--- config.mk ---
export PLATFORM = sky130hd
export DESIGN_NAME = keypad_entry_sequencer
export DESIGN_NICKNAME = d
export VERILOG_FILES = /design/src/rtl/keypad_entry_sequencer.sv
export SDC_FILE = /design/constraint.sdc
export NUM_CORES = 1
export LEC_CHECK = 0
export ABC_AREA = 1
export CORE_MARGIN = 2
export CORE_UTILIZATION = 56
export DETAILED_ROUTE_END_ITERATION = 16
export DONT_BUFFER_PORTS = 1
export PLACE_DENSITY_LB_ADDON = 0.05
export SYNTH_ARGS = -nofsm -noshare
export SYNTH_HDL_FRONTEND = slang
export SYNTH_SLANG_ARGS = --single-unit
--- constraint.sdc ---
create_clock -name clk -period 3.55 [get_ports clk]
set_input_delay 0.71 -clock clk [delete_from_list [all_inputs] [get_ports clk]]
set_output_delay 0.71 -clock clk [all_outputs]
set_load 0.1 [all_outputs]
--- src/rtl/keypad_entry_sequencer.sv ---
// keypad_entry_sequencer
//   Turns debounced keypad presses into decimal operands for the
//   linear_regression datapath. Each operand is delivered with a one-cycle
//   enter strobe once the datapath is ready. When the full operand set has
//   been entered, a D press issues a single input_done strobe. The block then
//   waits for the datapath result and returns to entry on a C press.
// Ports
//   clk          system clock
//   rst_n        synchronous reset, active low
//   key_code     decoded key: 0-9 digit, C clear, E enter, D done, A/B ignored
//   key_valid    level, high while a key is held
//   ready_in     datapath can accept an operand
//   calc_done    datapath finished (level or pulse)
//   data_out     operand presented to the datapath
//   enter        one-cycle operand strobe
//   input_done   one-cycle end-of-input strobe
//   entry_value  operand under construction (display)
//   entry_count  operands delivered this run
//   state_o      FSM state code (display/debug)
//   err          sticky error flag, cleared by the next accepted press
module keypad_entry_sequencer #(
  parameter int ELEM_WIDTH = 12,
  parameter int N_ENTRIES  = 9,
  parameter int DEBOUNCE   = 4
) (
  input  logic                  clk,
  input  logic                  rst_n,
  input  logic [3:0]            key_code,
  input  logic                  key_valid,
  input  logic                  ready_in,
  input  logic                  calc_done,
  output logic [ELEM_WIDTH-1:0] data_out,
  output logic                  enter,
  output logic                  input_done,
  output logic [ELEM_WIDTH-1:0] entry_value,
  output logic [3:0]            entry_count,
  output logic [2:0]            state_o,
  output logic                  err
);

  localparam int DW = ELEM_WIDTH + 4;
  localparam int CW = $clog2(DEBOUNCE + 1);
  localparam logic [ELEM_WIDTH-1:0] MAX_VAL = {ELEM_WIDTH{1'b1}};
  localparam logic [3:0] KEY_C = 4'hC;
  localparam logic [3:0] KEY_D = 4'hD;
  localparam logic [3:0] KEY_E = 4'hE;

  typedef enum logic [2:0] {
    ENTRY  = 3'd0,
    SEND   = 3'd1,
    FINISH = 3'd2,
    BUSY   = 3'd3,
    RESULT = 3'd4
  } state_t;

  state_t                state_r, state_s;
  logic [CW-1:0]         deb_cnt_r;
  logic                  press_s;
  logic                  digit_seen_r, digit_seen_s;
  logic [ELEM_WIDTH-1:0] entry_value_r, entry_value_s;
  logic [ELEM_WIDTH-1:0] data_out_r, data_out_s;
  logic [3:0]            entry_count_r, entry_count_s;
  logic                  err_r, err_s;
  logic                  enter_r, enter_s;
  logic                  input_done_r, input_done_s;
  logic [DW-1:0]         prod_s;
  logic                  count_full_s;

  // Debounce counter: counts up while the key is held and saturates at
  // DEBOUNCE, so a held key yields exactly one press.
  always_ff @(posedge clk) begin
    if (!rst_n) begin
      deb_cnt_r <= {CW{1'b0}};
    end else if (!key_valid) begin
      deb_cnt_r <= {CW{1'b0}};
    end else if (deb_cnt_r != CW'(DEBOUNCE)) begin
      deb_cnt_r <= deb_cnt_r + {{(CW-1){1'b0}}, 1'b1};
    end else begin
      deb_cnt_r <= deb_cnt_r;
    end
  end

  // The press fires on the edge where the counter reaches DEBOUNCE.
  assign press_s      = key_valid && (deb_cnt_r == CW'(DEBOUNCE - 1));
  assign prod_s       = {4'b0000, entry_value_r} * DW'(10) + {{(DW-4){1'b0}}, key_code};
  assign count_full_s = (entry_count_r == 4'(N_ENTRIES));

  // Next-state and next-output logic for the sequencer.
  always_comb begin
    state_s       = state_r;
    digit_seen_s  = digit_seen_r;
    entry_value_s = entry_value_r;
    data_out_s    = data_out_r;
    entry_count_s = entry_count_r;
    err_s         = err_r;
    enter_s       = 1'b0;
    input_done_s  = 1'b0;
    case (state_r)
      ENTRY: begin
        if (press_s) begin
          case (key_code)
            4'd0, 4'd1, 4'd2, 4'd3, 4'd4, 4'd5, 4'd6, 4'd7, 4'd8, 4'd9: begin
              digit_seen_s = 1'b1;
              if (prod_s > {4'b0000, MAX_VAL}) begin
                entry_value_s = MAX_VAL;
                err_s         = 1'b1;
              end else begin
                entry_value_s = prod_s[ELEM_WIDTH-1:0];
                err_s         = 1'b0;
              end
            end
            KEY_C: begin
              entry_value_s = {ELEM_WIDTH{1'b0}};
              digit_seen_s  = 1'b0;
              err_s         = 1'b0;
            end
            KEY_E: begin
              // A full set refuses further operands; an empty entry is ignored.
              if (count_full_s) begin
                err_s = 1'b1;
              end else if (digit_seen_r) begin
                err_s      = 1'b0;
                data_out_s = entry_value_r;
                state_s    = SEND;
              end else begin
                err_s = 1'b0;
              end
            end
            KEY_D: begin
              if (count_full_s) begin
                err_s   = 1'b0;
                state_s = FINISH;
              end else begin
                err_s = 1'b1;
              end
            end
            default: begin
              err_s = err_r;
            end
          endcase
        end else begin
          state_s = ENTRY;
        end
      end
      SEND: begin
        if (ready_in) begin
          enter_s       = 1'b1;
          entry_count_s = entry_count_r + 4'd1;
          entry_value_s = {ELEM_WIDTH{1'b0}};
          digit_seen_s  = 1'b0;
          state_s       = ENTRY;
        end else begin
          state_s = SEND;
        end
      end
      FINISH: begin
        input_done_s = 1'b1;
        state_s      = BUSY;
      end
      BUSY: begin
        if (calc_done) begin
          state_s = RESULT;
        end else begin
          state_s = BUSY;
        end
      end
      RESULT: begin
        if (press_s && (key_code == KEY_C)) begin
          entry_count_s = 4'd0;
          entry_value_s = {ELEM_WIDTH{1'b0}};
          data_out_s    = {ELEM_WIDTH{1'b0}};
          digit_seen_s  = 1'b0;
          err_s         = 1'b0;
          state_s       = ENTRY;
        end else begin
          state_s = RESULT;
        end
      end
      default: begin
        state_s = ENTRY;
      end
    endcase
  end

  // Sequencer state and registered outputs.
  always_ff @(posedge clk) begin
    if (!rst_n) begin
      state_r       <= ENTRY;
      digit_seen_r  <= 1'b0;
      entry_value_r <= {ELEM_WIDTH{1'b0}};
      data_out_r    <= {ELEM_WIDTH{1'b0}};
      entry_count_r <= 4'd0;
      err_r         <= 1'b0;
      enter_r       <= 1'b0;
      input_done_r  <= 1'b0;
    end else begin
      state_r       <= state_s;
      digit_seen_r  <= digit_seen_s;
      entry_value_r <= entry_value_s;
      data_out_r    <= data_out_s;
      entry_count_r <= entry_count_s;
      err_r         <= err_s;
      enter_r       <= enter_s;
      input_done_r  <= input_done_s;
    end
  end

  assign data_out    = data_out_r;
  assign enter       = enter_r;
  assign input_done  = input_done_r;
  assign entry_value = entry_value_r;
  assign entry_count = entry_count_r;
  assign state_o     = state_r;
  assign err         = err_r;

endmodule

==> impl_metrics.tcl, run 1 <==
set metrics [dict create \
    ios 43 \
    worst_pin_slew_ps 984 \
    ant_nets 0 \
    cap_violations 0 \
    whs_ps 489 \
    yosysMostFrequentCell "nand2_1" \
    synth-compound-area-share_pct 11.6 \
    grt_antenna_before_repair 0 \
    syn_nets 466 \
    async_reset_ff_share_pct 0 \
    clkTransAtPathRegs_ps 80 \
    setup_ws_ps 259 \
    core_area_um2 4790 \
    avgViaCountPerCell 5.47 \
    ys_ff_latch 38 \
    synth-seq-area-share_pct 27.1 \
    worst-path-buf-inv 2 \
    die_h_um 74.8 \
    num_vias 2808 \
    status "complete, no violations" \
    synth_edf_count 0 \
    cts_root_buffer "clkbuf_8" \
    synth.top_cells.by_count "nand2_1, inv_1, nand3_1" \
    min_to "deb_cnt_r[0]$_SDFFE_PN0P_" \
    die_area_um2 5600 \
    worst-r2r-cell-count 19 \
    post_cts_resized 0 \
    drive_above_1_share_pct 9.42 \
    drt-initial-drc-count 121 \
    nFillCells 447 \
    startpoint_type "register" \
    synth_largest_area_cell "dfxtp_1" \
    synth_ff_type "dfxtp_1" \
    path_cells "ha_1 -> ha_1 -> fa_1 -> nand2_1 -> inv_1 -> nor2_1 -> inv_1 -> nor2_1 -> nand3_1 -> nor2_1 -> nand2_1 -> nor2_1 -> nand2_1 -> nand2_1 -> nand2_1 -> nor2_2 -> nand3_1 -> nand2_1 -> a21oi_1" \
    reg2reg_to "entry_value[10]$_SDFFE_PN0P_" \
    cp_top_family "simple AND/OR/NAND/NOR gates" \
    syn-cell-area_um2 2810 \
    min_path_type "register to register" \
    total_power_uw 780 \
    cp_slowest_stage_delay_ps 430 \
    die_w_um 74.8 \
    clock-sinks 38 \
    grtUsageTotal_pct 25.6 \
    crit_required_ps 3680 \
    finalSetupTns_ps 0 \
    clk-insertion-delay-late_ps 290 \
    muxShareOfSynthArea_pct 0 \
    cp_num_cells 19 \
    p_leak_nw 1.51 \
    cts_setup_buffers 0 \
    place_ws_ps 194 \
    critPathArrivalTime_ps 3420 \
    start_util_pct 58.7 \
    slew_headroom_pct 34.3 \
    synth_area_leaders "dfxtp_1, nand2_1, ha_1" \
    synth_top_family_by_area "simple AND/OR/NAND/NOR gates" \
    grt-ovfl-total 0 \
    wl_um 6930 \
    hold_depth 2 \
    dpl.hpwl_um 5280 \
    n_antenna_cell 0 \
    synth_top_area_share_pct 27.1 \
    ff2ff_setup_slack_ps 260 \
    synthAdderAreaFrac_pct 13.9 \
    synthToLayoutAreaGrowth_pct 10.3 \
    peakVddDrop_mv 0.150 \
    grt_pass1_wl_um 11200 \
    synth-xor-area-share_pct 2.49 \
    slew_violations 0 \
    fp-row-count 25 \
    end_kind "register" \
    grt_pass1_vias 2532 \
    htreeDepth 2 \
    worstPathMaxFanout 6 \
    period_share_pct 92.7 \
    setup_violations 0 \
    pwr_density_cell_nw_per_um2 252 \
    path_class "register to register" \
    cts_buffer_depth 2 \
    min_period_ps 3290 \
    drc 0 \
    holdBufCountCts 0 \
    yosysUniqueCellTypes 32 \
    crit_path_frequent_cell "nand2_1" \
    synthCells 427 \
    grt_max_degree 31 \
    clock.fmax_mhz 304 \
    cts_tree "done" \
    syn_area_per_cell_um2 6.58 \
    r2r-start "entry_value[3]$_SDFFE_PN0P_" \
    rsz0062_at_grt "yes" \
    cts_buffers 5 \
    min_from "deb_cnt_r[0]$_SDFFE_PN0P_" \
    synth-simple-area-share_pct 35.1 \
    wl_per_cell_um 13.5 \
    routabilityCongestion 0.861 \
    hold_viol 0 \
    critPathSlowestCell "fa_1" \
    layout.nets 484 \
    io_buffers 0 \
    finalClockSkew_ps 3.81 \
    first_pass_iters 5 \
    yosysWarnings 0 \
]
[through the flow]
stage | cell area (um^2) | cells | utilization (%)
floorplan | 2810 | 427 | -
global placement | 2990 | 504 | 62.5
detailed placement | 2990 | 504 | 62.5
CTS | 3090 | 512 | 64.5
global route | 3100 | 513 | 64.8
finish | 3100 | 513 | 64.8
[report_power, final]
part           switching (mW)  internal [mW]  leakage, nW  total (mW)
clock                   0.159          0.156       0.0472       0.316
sequential            0.00147          0.428        0.307       0.429
combinational          0.0246         0.0110         1.15      0.0356
total                   0.186          0.595         1.51       0.780
[sequential cells by signal, indices dropped and copies added, names as in the netlist, 3 cells and up]
signal / count
data_out: 12
entry_value: 12
entry_count: 4
deb_cnt_r: 3
state_o: 3
[area by class of cell]
| class | count | area (um^2) | area share (%) |
|---|---|---|---|
| Multi-Input combinational cell | 321 | 1790 | 57.6 |
| Sequential cell | 38 | 763 | 24.6 |
| Clock buffer | 6 | 82.6 | 2.66 |
| Tap cell | 67 | 83.8 | 2.70 |
| Clock inverter | 2 | 12.5 | 0.404 |
| Inverter | 59 | 221 | 7.14 |
| Timing Repair Buffer | 20 | 150 | 4.84 |
[per-layer routing]
metal / routed length (um) / GRT usage, % / share of wire [%] / up-vias
met4: 55 / 4.76 / 0.79 / 0
met1: 3330 / 35.1 / 48 / 1269
met5: 0 / 0 / 0 / -
met2: 3070 / 42.6 / 44 / 97
li1: - / - / - / 1435
met3: 471 / 4.55 / 6.8 / 7
[cells in the final DEF, fill, tap and decap left out, drive strengths merged, types with 2 or more instances in the layout]
master / synthesis / final
o21ai: 7 / 7
o21a: 2 / 2
dfxtp: 38 / 38
clkbuf: 6 / 6
nor3: 11 / 11
o31ai: 2 / 2
nand3: 50 / 50
nand2: 123 / 123
ha: 28 / 28
fa: 2 / 2
xnor2: 3 / 3
a31oi: 2 / 2
nand4: 7 / 7
inv: 59 / 59
a211oi: 3 / 3
a21oi: 40 / 40
xor2: 5 / 5
nor2: 27 / 28
nand3b: 2 / 2
buf: 4 / 20
nor3b: 2 / 2
[how the worst max path moves through the flow]
| stage | slack, ps | end | startpoint |
|---|---|---|---|
| after global placement | 260 | entry_value[6]$_SDFFE_PN0P_ | entry_value[3]$_SDFFE_PN0P_ |
| after detailed placement | 190 | entry_value[5]$_SDFFE_PN0P_ | entry_value[3]$_SDFFE_PN0P_ |
| after CTS | 150 | entry_value[5]$_SDFFE_PN0P_ | entry_value[3]$_SDFFE_PN0P_ |
| final | 260 | entry_value[10]$_SDFFE_PN0P_ | entry_value[3]$_SDFFE_PN0P_ |
| after global routing | -20 | entry_value[10]$_SDFFE_PN0P_ | entry_value[3]$_SDFFE_PN0P_ |
| after floorplan | 40 | entry_value[1]$_SDFFE_PN0P_ | entry_value[4]$_SDFFE_PN0P_ |
[worst reg2reg max path: stages, from the launching register on]
cell     delay, ps
dfxtp_2        350
ha_1           280
ha_1           260
fa_1           430
nand2_1        110
inv_1           40
nor2_1         120
inv_1           70
nor2_1         160
nand3_1        130
nor2_1         150
nand2_1        100
nor2_1         150
nand2_1         70
nand2_1         70
nand2_1        110
nor2_2         280
nand3_1        120
nand2_1         80
a21oi_1         60
[cells by family after synthesis]
kind of cell	Yosys count
AND/OR/NAND/NOR	224
AO/OA/AOI/OAI	58
XOR/XNOR	8
buffers and inverters	69
flip-flops	38
adder cells (fa/ha/maj)	30
Power figures use the tool's default switching activity.
==> run 2: changes to the inputs <==
--- a/config.mk
+++ b/config.mk
@@ -8,9 +8,11 @@
 export ABC_AREA = 1
 export CORE_MARGIN = 2
 export CORE_UTILIZATION = 56
+export CTS_CLUSTER_DIAMETER = 150
 export DETAILED_ROUTE_END_ITERATION = 16
 export DONT_BUFFER_PORTS = 1
 export PLACE_DENSITY_LB_ADDON = 0.05
 export SYNTH_ARGS = -nofsm -noshare
 export SYNTH_HDL_FRONTEND = slang
 export SYNTH_SLANG_ARGS = --single-unit
+export TNS_END_PERCENT = 20
==> results of run 2 <==
Final layout, timing and power as in run 1 (identical DEF).
==> run 3: changes to the inputs <==
--- a/config.mk
+++ b/config.mk
@@ -12,6 +12,7 @@
 export DETAILED_ROUTE_END_ITERATION = 16
 export DONT_BUFFER_PORTS = 1
 export PLACE_DENSITY_LB_ADDON = 0.05
+export SLEW_MARGIN = 10
 export SYNTH_ARGS = -nofsm -noshare
 export SYNTH_HDL_FRONTEND = slang
 export SYNTH_SLANG_ARGS = --single-unit
==> results of run 3 <==
Final layout, timing and power as in run 1 (identical DEF).
